===== config.mk =====
export PLATFORM = sky130hd
export DESIGN_NAME = aead_bus_seq
export DESIGN_NICKNAME = d
export VERILOG_FILES = /design/src/rtl/aead_bus_pkg.sv /design/src/rtl/aead_cmd_fifo.sv /design/src/rtl/aead_bus_seq.sv
export SDC_FILE = /design/constraint.sdc
export NUM_CORES = 2
export LEC_CHECK = 0
export CORE_AREA = 4 4 559 561
export CTS_CLUSTER_SIZE = 10
export DETAILED_ROUTE_END_ITERATION = 8
export DIE_AREA = 0 0 563 565
export GPL_ROUTABILITY_DRIVEN = 1
export PLACE_DENSITY = 0.62
export SLEW_MARGIN = 20
export SYNTH_ARGS = -nofsm -noshare
export SYNTH_HDL_FRONTEND = slang
export SYNTH_HIERARCHICAL = 1
export SYNTH_SLANG_ARGS = --single-unit

===== constraint.sdc =====
create_clock -name clk -period 22.1 [get_ports clk]
set_input_delay 3.315 -clock clk [delete_from_list [all_inputs] [get_ports clk]]
set_output_delay 3.315 -clock clk [all_outputs]
set_load 0.01 [all_outputs]

===== src/rtl/aead_bus_pkg.sv =====
// Shared constants, command/decode types and address helpers for the aead_bus_seq register front-end.
package aead_bus_pkg;

  localparam logic [7:0]  ADDR_VERSION  = 8'h00;
  localparam logic [7:0]  ADDR_CTRL     = 8'h08;
  localparam logic [7:0]  ADDR_STATUS   = 8'h09;
  localparam logic [7:0]  ADDR_ERRCLR   = 8'h0A;
  localparam logic [3:0]  PAGE_CTX0_KEY = 4'h1;
  localparam logic [3:0]  PAGE_CTX0_NON = 4'h2;
  localparam logic [3:0]  PAGE_DATA     = 4'h3;
  localparam logic [3:0]  PAGE_CTXN_LO  = 4'h4;
  localparam logic [3:0]  PAGE_CTXN_HI  = 4'h6;
  localparam logic [3:0]  PAGE_RESULT   = 4'h8;
  localparam logic [31:0] VERSION_VALUE = 32'h0002_0000;
  localparam int          MAX_CTX       = 4;

  localparam logic [2:0] OP_INIT = 3'b001;
  localparam logic [2:0] OP_NEXT = 3'b010;
  localparam logic [2:0] OP_DONE = 3'b100;

  localparam int ST_BUSY     = 0;
  localparam int ST_FULL     = 1;
  localparam int ST_EMPTY    = 2;
  localparam int ST_OVERFLOW = 3;
  localparam int ST_BAD_CMD  = 4;
  localparam int ST_WR_BUSY  = 5;
  localparam int ST_TIMEOUT  = 6;
  localparam int ST_COUNT    = 8;

  localparam logic [1:0] SEQ_IDLE  = 2'd0;
  localparam logic [1:0] SEQ_ISSUE = 2'd1;
  localparam logic [1:0] SEQ_WAIT  = 2'd2;

  typedef struct packed {
    logic [1:0] ctx;
    logic [2:0] op;
  } cmd_t;

  typedef struct packed {
    logic       hit;
    logic       is_key;
    logic [1:0] ctx;
    logic [2:0] idx;
  } ctx_sel_t;

  function automatic logic op_valid(input logic [2:0] op);
    return (op == OP_INIT) || (op == OP_NEXT) || (op == OP_DONE);
  endfunction

  // Maps an address onto a key/nonce slot; ctx range against NUM_CTX is checked by the caller.
  function automatic ctx_sel_t decode_ctx(input logic [7:0] a);
    ctx_sel_t d;
    d     = '0;
    d.idx = a[2:0];
    if (a[7:4] == PAGE_CTX0_KEY && !a[3]) begin
      d.hit    = 1'b1;
      d.is_key = 1'b1;
    end else if (a[7:4] == PAGE_CTX0_NON && a[3:0] < 4'd3) begin
      d.hit = 1'b1;
    end else if (a[7:4] >= PAGE_CTXN_LO && a[7:4] <= PAGE_CTXN_HI) begin
      d.ctx = 2'(a[7:4] - 4'h3);
      if (!a[3]) begin
        d.hit    = 1'b1;
        d.is_key = 1'b1;
      end else if (a[2:0] < 3'd3) begin
        d.hit = 1'b1;
      end
    end
    return d;
  endfunction

endpackage


===== src/rtl/aead_cmd_fifo.sv =====
// Command FIFO holding {ctx, op} entries; callers guarantee no push when full and no pop when empty.
module aead_cmd_fifo
  import aead_bus_pkg::*;
#(
  parameter int CMD_DEPTH = 4
) (
  input  logic                         clk,
  input  logic                         reset,
  input  logic                         push_i,
  input  logic                         pop_i,
  input  logic [4:0]                   wdata_i,
  output logic [4:0]                   rdata_o,
  output logic                         full_o,
  output logic                         empty_o,
  output logic [$clog2(CMD_DEPTH):0]   count_o
);
  localparam int AW = $clog2(CMD_DEPTH);
  localparam int CW = AW + 1;

  logic [4:0]    mem_q [CMD_DEPTH];
  logic [AW-1:0] wr_ptr_q, wr_ptr_d;
  logic [AW-1:0] rd_ptr_q, rd_ptr_d;
  logic [CW-1:0] count_q, count_d;

  always_comb begin
    wr_ptr_d = push_i ? wr_ptr_q + AW'(1) : wr_ptr_q;
    rd_ptr_d = pop_i  ? rd_ptr_q + AW'(1) : rd_ptr_q;
    count_d  = count_q + CW'(push_i) - CW'(pop_i);
  end

  always_ff @(posedge clk) begin
    if (reset) begin
      wr_ptr_q <= '0;
      rd_ptr_q <= '0;
      count_q  <= '0;
    end else begin
      wr_ptr_q <= wr_ptr_d;
      rd_ptr_q <= rd_ptr_d;
      count_q  <= count_d;
    end
  end

  always_ff @(posedge clk) begin
    if (push_i) mem_q[wr_ptr_q] <= wdata_i;
  end

  assign rdata_o = mem_q[rd_ptr_q];
  assign full_o  = (count_q == CW'(CMD_DEPTH));
  assign empty_o = (count_q == '0);
  assign count_o = count_q;

endmodule


===== src/rtl/aead_bus_seq.sv =====
// Register front-end and command sequencer for the ChaCha20-Poly1305 core.
// Define AEAD_BUS_TIMEOUT_EN to compile in the WAIT-state watchdog.
module aead_bus_seq
  import aead_bus_pkg::*;
#(
  parameter int NUM_CTX     = 2,
  parameter int CMD_DEPTH   = 4,
  parameter int TIMEOUT_CYC = 1024
) (
  input  logic         clk,
  input  logic         reset,
  input  logic         cs,
  input  logic         we,
  input  logic [7:0]   address,
  input  logic [31:0]  write_data,
  output logic [31:0]  read_data,
  output logic         core_init,
  output logic         core_next,
  output logic         core_done,
  output logic [1:0]   core_ctx,
  output logic [255:0] core_key,
  output logic [95:0]  core_nonce,
  output logic [511:0] core_block,
  input  logic         core_ready,
  input  logic [511:0] core_result
);
  localparam int CW = $clog2(CMD_DEPTH) + 1;

  logic [31:0] key_q    [MAX_CTX][8];
  logic [31:0] nonce_q  [MAX_CTX][3];
  logic [31:0] data_q   [16];
  logic [31:0] result_q [16];

  logic [1:0]  state_q, state_d;
  logic [2:0]  op_q, op_d;
  logic [1:0]  ctx_q, ctx_d;
  logic [ST_TIMEOUT:ST_OVERFLOW] sticky_q, sticky_d, sticky_set, sticky_clr;

  logic          wr, seq_active, ctx_ok, data_hit, ctx_active_hit;
  logic          key_we, nonce_we, data_we, ctrl_wr, cmd_ok, push, pop, latch, wd_expire;
  logic          fifo_full, fifo_empty;
  logic [4:0]    fifo_rdata;
  logic [CW-1:0] fifo_count;
  cmd_t          fifo_cmd;
  ctx_sel_t      dec;
  logic [31:0]   status;

  assign wr             = cs && we;
  assign dec            = decode_ctx(address);
  assign ctx_ok         = dec.hit && (int'(dec.ctx) < NUM_CTX);
  assign data_hit       = (address[7:4] == PAGE_DATA);
  assign seq_active     = (state_q != SEQ_IDLE);
  assign ctx_active_hit = seq_active && ctx_ok && (dec.ctx == ctx_q);
  assign key_we         = wr && ctx_ok && dec.is_key && !ctx_active_hit;
  assign nonce_we       = wr && ctx_ok && !dec.is_key && !ctx_active_hit;
  assign data_we        = wr && data_hit && !seq_active;

  // Fullness uses the pre-pop count, so a same-cycle pop never makes room.
  assign ctrl_wr = wr && (address == ADDR_CTRL);
  assign cmd_ok  = op_valid(write_data[2:0]) && (int'(write_data[9:8]) < NUM_CTX);
  assign push    = ctrl_wr && cmd_ok && !fifo_full;
  assign pop     = (state_q == SEQ_IDLE) && !fifo_empty;

  aead_cmd_fifo #(.CMD_DEPTH(CMD_DEPTH)) u_fifo (
    .clk     (clk),
    .reset   (reset),
    .push_i  (push),
    .pop_i   (pop),
    .wdata_i ({write_data[9:8], write_data[2:0]}),
    .rdata_o (fifo_rdata),
    .full_o  (fifo_full),
    .empty_o (fifo_empty),
    .count_o (fifo_count)
  );
  assign fifo_cmd = cmd_t'(fifo_rdata);

`ifdef AEAD_BUS_TIMEOUT_EN
  localparam int WD_W = $clog2(TIMEOUT_CYC + 1);
  logic [WD_W-1:0] wd_q;

  always_ff @(posedge clk) begin
    if (reset || state_q != SEQ_WAIT) wd_q <= '0;
    else                              wd_q <= wd_q + WD_W'(1);
  end
  assign wd_expire = (state_q == SEQ_WAIT) && !core_ready && (wd_q == WD_W'(TIMEOUT_CYC - 1));
`else
  // TIMEOUT_CYC has no effect without the watchdog.
  logic [31:0] unused_timeout_cyc;
  assign unused_timeout_cyc = 32'(TIMEOUT_CYC);
  assign wd_expire = 1'b0;
`endif

  always_comb begin
    state_d = state_q;
    op_d    = op_q;
    ctx_d   = ctx_q;
    latch   = 1'b0;
    case (state_q)
      SEQ_IDLE: if (!fifo_empty) begin
        state_d = SEQ_ISSUE;
        op_d    = fifo_cmd.op;
        ctx_d   = fifo_cmd.ctx;
      end
      SEQ_ISSUE: state_d = SEQ_WAIT;
      SEQ_WAIT: begin
        if (core_ready) begin
          latch   = 1'b1;
          state_d = SEQ_IDLE;
        end else if (wd_expire) begin
          state_d = SEQ_IDLE;
        end
      end
      default: state_d = SEQ_IDLE;
    endcase
  end

  // Sticky set wins over a same-cycle ERRCLR.
  always_comb begin
    sticky_set              = '0;
    sticky_set[ST_OVERFLOW] = ctrl_wr && cmd_ok && fifo_full;
    sticky_set[ST_BAD_CMD]  = ctrl_wr && !cmd_ok;
    sticky_set[ST_WR_BUSY]  = wr && (ctx_active_hit || (data_hit && seq_active));
    sticky_set[ST_TIMEOUT]  = wd_expire;
    sticky_clr = (wr && address == ADDR_ERRCLR) ? write_data[ST_TIMEOUT:ST_OVERFLOW] : '0;
    sticky_d   = (sticky_q & ~sticky_clr) | sticky_set;
  end

  always_ff @(posedge clk) begin
    if (reset) begin
      state_q  <= SEQ_IDLE;
      op_q     <= '0;
      ctx_q    <= '0;
      sticky_q <= '0;
    end else begin
      state_q  <= state_d;
      op_q     <= op_d;
      ctx_q    <= ctx_d;
      sticky_q <= sticky_d;
    end
  end

  always_ff @(posedge clk) begin
    if (reset) begin
      for (int c = 0; c < MAX_CTX; c++) begin
        for (int w = 0; w < 8; w++) key_q[c][w] <= '0;
        for (int w = 0; w < 3; w++) nonce_q[c][w] <= '0;
      end
      for (int w = 0; w < 16; w++) begin
        data_q[w]   <= '0;
        result_q[w] <= '0;
      end
    end else begin
      if (key_we)   key_q[dec.ctx][dec.idx]        <= write_data;
      if (nonce_we) nonce_q[dec.ctx][dec.idx[1:0]] <= write_data;
      if (data_we)  data_q[address[3:0]]           <= write_data;
      if (latch) begin
        for (int w = 0; w < 16; w++) result_q[w] <= core_result[511-32*w -: 32];
      end
    end
  end

  always_comb begin
    status                       = '0;
    status[ST_BUSY]              = seq_active || !fifo_empty;
    status[ST_FULL]              = fifo_full;
    status[ST_EMPTY]             = fifo_empty;
    status[ST_TIMEOUT:ST_OVERFLOW] = sticky_q;
    status[ST_COUNT +: 5]        = 5'(fifo_count);
  end

  always_comb begin
    read_data = '0;
    if (cs && !we) begin
      if (address == ADDR_VERSION)         read_data = VERSION_VALUE;
      else if (address == ADDR_STATUS)     read_data = status;
      else if (ctx_ok && dec.is_key)       read_data = key_q[dec.ctx][dec.idx];
      else if (ctx_ok)                     read_data = nonce_q[dec.ctx][dec.idx[1:0]];
      else if (data_hit)                   read_data = data_q[address[3:0]];
      else if (address[7:4] == PAGE_RESULT) read_data = result_q[address[3:0]];
    end
  end

  always_comb begin
    core_key   = '0;
    core_nonce = '0;
    core_block = '0;
    for (int w = 0; w < 8; w++)  core_key[255-32*w -: 32]  = key_q[ctx_q][w];
    for (int w = 0; w < 3; w++)  core_nonce[95-32*w -: 32] = nonce_q[ctx_q][w];
    for (int w = 0; w < 16; w++) core_block[511-32*w -: 32] = data_q[w];
  end

  assign core_init = (state_q == SEQ_ISSUE) && (op_q == OP_INIT);
  assign core_next = (state_q == SEQ_ISSUE) && (op_q == OP_NEXT);
  assign core_done = (state_q == SEQ_ISSUE) && (op_q == OP_DONE);
  assign core_ctx  = ctx_q;

endmodule

### Word level (Yosys, flattened, before mapping)

Memory sizes are Yosys's and may differ from the RTL's. A register that Yosys moved wholly into a read port is not among the register bits.
Index checks and enable logic that the tools add are counted.

| cells by class | value |
|---|---|
| div/mod/pow operators | 0 |
| bitwise operators | 22 |
| order comparisons | 10 |
| reductions and logical operators | 52 |
| multiply operators | 0 |
| muxes and demuxes | 72 |
| add/sub/neg operators | 5 |
| equality and inequality tests | 19 |
| shift operators | 0 |

Operators by type and width:

| operator | count |
|---|---|
| 32-bit two-way mux | 30 |
| 256-bit two-way mux | 3 |
| 96-bit two-way mux | 3 |
| 256-bit OR reduction | 1 |
| 32-bit binary-select mux with 3-bit select | 1 |
| 32-bit demux with 3-bit select | 1 |
| 96-bit OR reduction | 1 |
| 32-bit binary-select mux with 2-bit select | 1 |
| 32-bit demux with 2-bit select | 1 |
| 32-bit OR reduction | 1 |
| 1-bit logical AND | 31 |
| 8-bit by 4-bit equality test with 1-bit output (second input constant) | 3 |
| 1-bit two-way mux | 21 |
| 1-bit bitwise OR | 16 |
| 2-bit two-way mux | 6 |
| 4-bit two-way mux | 3 |
| 3-bit equality test (second input constant) | 3 |
| 4-bit by 2-bit equality test with 1-bit output (second input constant) | 2 |
| 1-bit zero test | 8 |
| 8-bit zero test | 1 |
| 3-bit by 1-bit equality test with 1-bit output (second input constant) | 2 |
| 3-bit by 2-bit equality test with 1-bit output (second input constant) | 2 |
| 2-bit case mux with 3 select lines | 1 |
| 2-bit by 1-bit adder with 2-bit output (second input constant) | 2 |
| other kinds (30) | 36 |

| word-level totals | value |
|---|---|
| bits in latches | 0 |
| ROM bits | 0 |
| flip-flop bits (word level) | 13 |
| output and inout port bits | 901 |
| word-level logic and storage cells | 190 |
| memories kept | 5 |
| input port bits | 557 |
| memory bits (writable) | 2452 |

Memory list:

| memory | depth | width | rd ports | clocked after Yosys merged registers in | wr ports | line | text |
|---|---|---|---|---|---|---|---|
| key_q | 4 | 256 | 2 | 0 | 4 | aead_bus_seq.sv:29 | `logic [31:0] key_q [MAX_CTX][8];` |
| data_q | 16 | 32 | 17 | 0 | 16 | aead_bus_seq.sv:31 | `logic [31:0] data_q [16];` |
| result_q | 16 | 32 | 1 | 0 | 16 | aead_bus_seq.sv:32 | `logic [31:0] result_q [16];` |
| nonce_q | 4 | 96 | 2 | 0 | 4 | aead_bus_seq.sv:30 | `logic [31:0] nonce_q [MAX_CTX][3];` |
| u_fifo.mem_q | 4 | 5 | 1 | 1 | 1 | aead_cmd_fifo.sv:20 | `logic [4:0] mem_q [CMD_DEPTH];` |

### Longest topological paths before layout

| logic depth | value |
|---|---|
| word-level depth | 17 |
| mapped depth | 13 |
| mapped depth without buffers | 10 |

### Cells and area by module

The synthesis kept the hierarchy.

By module, submodules not included:

| module | times used | cells each | area an instance (um^2) | sequential area each (um^2) |
|---|---|---|---|---|
| aead_bus_seq | 1 | 6787 | 114413.5 | 73290.3 |
| aead_cmd_fifo | 1 | 68 | 1163.6 | 780.7 |

### Worst setup path before layout

No wires, ideal clock.

| timing path | value |
|---|---|
| path type | input port to flip-flop |
| start | input port reset |
| end | memory result_q[0][0] (enable) |
| buffers on the path | 3 |
| path slack | 4.761 ns |
| setup time | 0.972 ns |
| data required time | 21.128 ns |
| stages | 4 |
| arrival time | 16.367 ns |
| path through | clkbuf_1 > clkbuf_1 > clkbuf_1 > nand2b_1 |

RTL lines:

| item | line | text |
|---|---|---|
| start, declared | aead_bus_seq.sv:11 | `input logic reset,` |
| end, declared | aead_bus_seq.sv:32 |  |

### Worst setup path after layout

| timing path | value |
|---|---|
| start | input port address[4] |
| end | output port read_data[17] |

| on the way | value |
|---|---|
| longest elaborated chain between the ends | 14 |
| elaborated cells on any way between the ends | 35 |

RTL lines:

| item | line | text |
|---|---|---|
| start, declared | aead_bus_seq.sv:14 | `input logic [7:0] address,` |
| 4-bit by 3-bit greater-or-equal comparator with 1-bit output / 4-bit by 3-bit <= comparator with 1-bit output (equally long branches) | aead_bus_pkg.sv:60 | `end else if (a[7:4] >= PAGE_CTXN_LO && a[7:4] <= PAGE_CTXN_HI) begin` |
| 1-bit logical AND | aead_bus_pkg.sv:60 |  |
| 4-bit two-way mux | aead_bus_pkg.sv:60 |  |
| 3-bit two-way mux | aead_bus_pkg.sv:58 | `end else if (a[7:4] == PAGE_CTX0_NON && a[3:0] < 4'd3) begin` |
| 2-bit two-way mux | aead_bus_pkg.sv:55 | `if (a[7:4] == PAGE_CTX0_KEY && !a[3]) begin` |
| memory read 4 x 96 bit | -- |  |
| 32-bit binary-select mux with 2-bit select | aead_bus_seq.sv:177 | `else if (ctx_ok) read_data = nonce_q[dec.ctx][dec.idx[1:0]];` |
| 32-bit two-way mux (not written as such) (2 in a row) | aead_bus_seq.sv:177 |  |
| 32-bit two-way mux | aead_bus_seq.sv:177 |  |
| 32-bit two-way mux | aead_bus_seq.sv:176 | `else if (ctx_ok && dec.is_key) read_data = key_q[dec.ctx][dec.idx];` |
| 32-bit two-way mux | aead_bus_seq.sv:175 | `else if (address == ADDR_STATUS) read_data = status;` |
| 32-bit two-way mux (*) | aead_bus_seq.sv:174 | `if (address == ADDR_VERSION) read_data = VERSION_VALUE;` |
| 32-bit two-way mux (*) | aead_bus_seq.sv:173 | `if (cs && !we) begin` |
| end, declared | aead_bus_seq.sv:16 | `output logic [31:0] read_data,` |

Every way passes the cells marked *; elsewhere a longest branch is shown, timed or not. The select of a mux whose other input is x is not followed.

==> results by group <==
Die
  – Core area: 308,000 sq um
  – Die X-Extent: 563 um
  – IO Count: 1,458
  – Initial Util: 37.5%
  – Row cnt: 204
  – Die area: 318,000 sq um
  – Die Span Y: 565 um

Finish
  – Finished Core Util: 47.3%
  – Final-stage net count: 9,431
  – Multi-input gate area: 41,400 sq um
  – Layout fillers: 26,500
  – Layout cells sized above 1: 18.4%
  – Area Overhead vs Synth: 25.9%
  – Non-filler cells, final: 13,200
  – Fin area: 145,000 sq um
  – Storage element area: 74,100 sq um

Placed design
  – Dpl hpwl: 358,000 um
  – Routability cong.: 0.946
  – DP Worst Slack: 8.23 ns
  – Buffers on Ports: 1,457
  – Placed Cells: 12,700
  – Placed instance area: 137,000 sq um

Global routing
  – Antenna violations before repair: 171
  – GRT overflow: 0
  – First-pass GRT wire length: 685,000 um
  – GRT Util Overall: 32.1%
  – Largest net degree at the start of global routing: 165
  – Vias in the first global route: 75,500

Synthesis
  – Cell with the most instances after synthesis: edfxtp_1
  – Mapped Cells: 6,855
  – Most common library cells after synthesis: 2,452 x edfxtp_1, 1,506 x and2_1, 943 x mux4_2
  – Synthesized flop and latch total: 2,474
  – Synth top area share: 63.7%
  – Syn avg cell area: 16.9 sq um
  – Synth area leaders: edfxtp_1 64%, mux4_2 18%, and2_1 8.2%, clkbuf_1 1.4%, nor2b_1 1.1%
  – Post-synth EDFFs: 2,452
  – Mapped Area: 116,000 sq um
  – Async SR Flop Fraction: 0%
  – Post-synthesis sequential area ratio: 64.1%
  – Ys flop type: edfxtp_1
  – Synthesis Warnings: 6
  – Post-synth top area cell: edfxtp_1
  – Distinct cells, synth: 76

Pwr
  – Worst vdd ir: 0.0771 mV
  – Final total power: 13.0 mW
  – P per Cell Area: 89.7 nW/um^2
  – Pleak: 50.9 nW

Critical path
  – Slowest stage delay, CP: 0.96 ns
  – R2R Setup Slk: 17.37 ns
  – Critical Path Sink: read_data[17]
  – Levels on crit path: 13
  – Critical setup path kind: in2out
  – CP dominant cell by count: buf_4
  – CP Cell Sequence: clkdlybuf4s50_1, inv_1, ha_1, and3_4, buf_4, buf_4, buf_4, mux4_2, nand2_1, a31oi_1, nand4b_1, a32oi_1, clkdlybuf4s50_1
  – CP top delay family: buffers and inverters
  – Critical path capture point type: primary output
  – WP buf/inv: 6
  – Reg-to-Reg Start: state_q[1]
  – Slowest cell on the critical path: buf_4
  – Arrival time at the worst endpoint: 10.85 ns
  – Critical Path RT: 18.78 ns
  – Worst r2r path cells: 5
  – Worst reg2reg endpoint: result_q[11][15]
  – Setup crit start kind: primary input
  – Setup crit start: address[4]
  – Max FO, Critical Path: 68

STA
  – Clock Skews: 0.0584 ns
  – RSZ-0062 raised after global routing: false
  – Max Slew Vio Count: 0
  – Setup TNS: 0 ns
  – Setup Viol. Count Final: 0
  – Tcrit/Tclk final: 64.1%
  – Tmin final: 14.16 ns
  – Worst-margin pin slew: 1.24 ns
  – Final Hold Fails: 0
  – Hold_ws: 0.464 ns
  – FMAX: 70.6 MHz
  – Final worst slack: 7.94 ns
  – Rel. slew slack: 16.7%

Detailed routing
  – Post-route ant nets: 1
  – DRT iter0 DRCs: 12,800
  – Wire per inst: 39.7 um
  – Drt total wl: 524,000 um
  – Vias per cell: 5.80
  – Vias: 76,500
  – DR pass1 iterations: 6
  – Drt drc: 0

Clock network
  – CTS Buf Count: 298
  – Clk sinks: 2,474
  – # hold bufs at CTS: 0
  – Root Driver: clkbuf_16
  – Worst-path clk slew: 0.05 ns
  – TritonCTS clock tree: built
  – Clock Latency Late Sink: 0.90 ns
  – Post-CTS setup buffer count: 0
  – H-tree depth: 5
  – CTS resizes: 0
  – Max Root-Sink Buffers: 4

Hold path
  – Hold WC Path Type: reg2reg
  – Cells on Worst Hold Path: 2

Status
  – Failing checks: antenna rules
  – Status: complete, but fails checks

Job
  – Max cap viols: 0
[report_power, final]
part	switching, mW	internal [mW]
combinational	1.59	1.28
sequential	0.183	5.49
clock	1.97	2.54
total	3.74	9.30
[registers in the layout, indices dropped and copies added (netlist names), 3 cells and up, named ones only]
signal / cells
key_q: 1024
data_q: 512
result_q: 512
nonce_q: 384
u_fifo/mem_q: 20
sticky_q: 4
op_q: 3
u_fifo/count_o: 3
[area by class of cell]
| cell class | count | share of cell area, % |
|---|---|---|
| sequential | 2474 | 50.9 |
| multi-input combinational | 4416 | 28.5 |
| timing repair buffer | 1662 | 11.1 |
| clock buffer | 357 | 5.36 |
| tap | 4120 | 3.54 |
| clock inverter | 52 | 0.429 |
| antenna | 96 | 0.165 |
| inverter | 11 | 0.0318 |
[metal layers]
layer  wire [um]  global-route usage (%)  part of all wire (%)  vias up
li1            -                       -                     -    30000
met1      176000                    39.2                    34    39700
met2      244000                    50.6                    47     5674
met3       67900                    9.91                    13     1046
met4       35100                    18.2                   6.7       64
met5         425                       0                 0.081        -
[worst reg2reg max path, delay by kind of cell, from the launching register on]
family	cells	cell delay, ns
and+or+nand+nor	2	0.98
DFF	1	0.47
buffers and inverters	3	2.76
[cells in the final DEF, fill, tap and decap left out, types with 96 or more instances in the layout]
cell / count
nor2b_1: 199
and2_1: 1505
edfxtp_1: 2452
buf_4: 195
clkbuf_16: 302
diode_2: 96
conb_1: 704
mux4_2: 943
nand2_1: 271
clkdlybuf4s50_1: 1423
[worst min path at each step]
stage               slack, ns        start     endpoint
floorplan                0.43  sticky_q[6]  sticky_q[6]
global placement         0.44  sticky_q[6]  sticky_q[6]
detailed placement       0.45  sticky_q[6]  sticky_q[6]
CTS                      0.46  sticky_q[6]  sticky_q[6]
global route             0.50  sticky_q[6]  sticky_q[6]
finish                   0.46  sticky_q[6]  sticky_q[6]
[logic make-up (layout without fill, tap and decap cells)]
family | after synthesis | in the layout | share of synthesized area, %
compound gates | 366 | 366 | 2.28
xor+xnor | 6 | 6 | 0.0585
fa+ha+maj | 11 | 11 | 0.126
buf+inv | 668 | 2082 | 2.66
flops | 2474 | 2474 | 64.1
mux | 1045 | 1045 | 19.3
other cells | 1 | 800 | 0.00324
simple gates | 2284 | 2284 | 11.5
(Power assumes the default switching activity.)
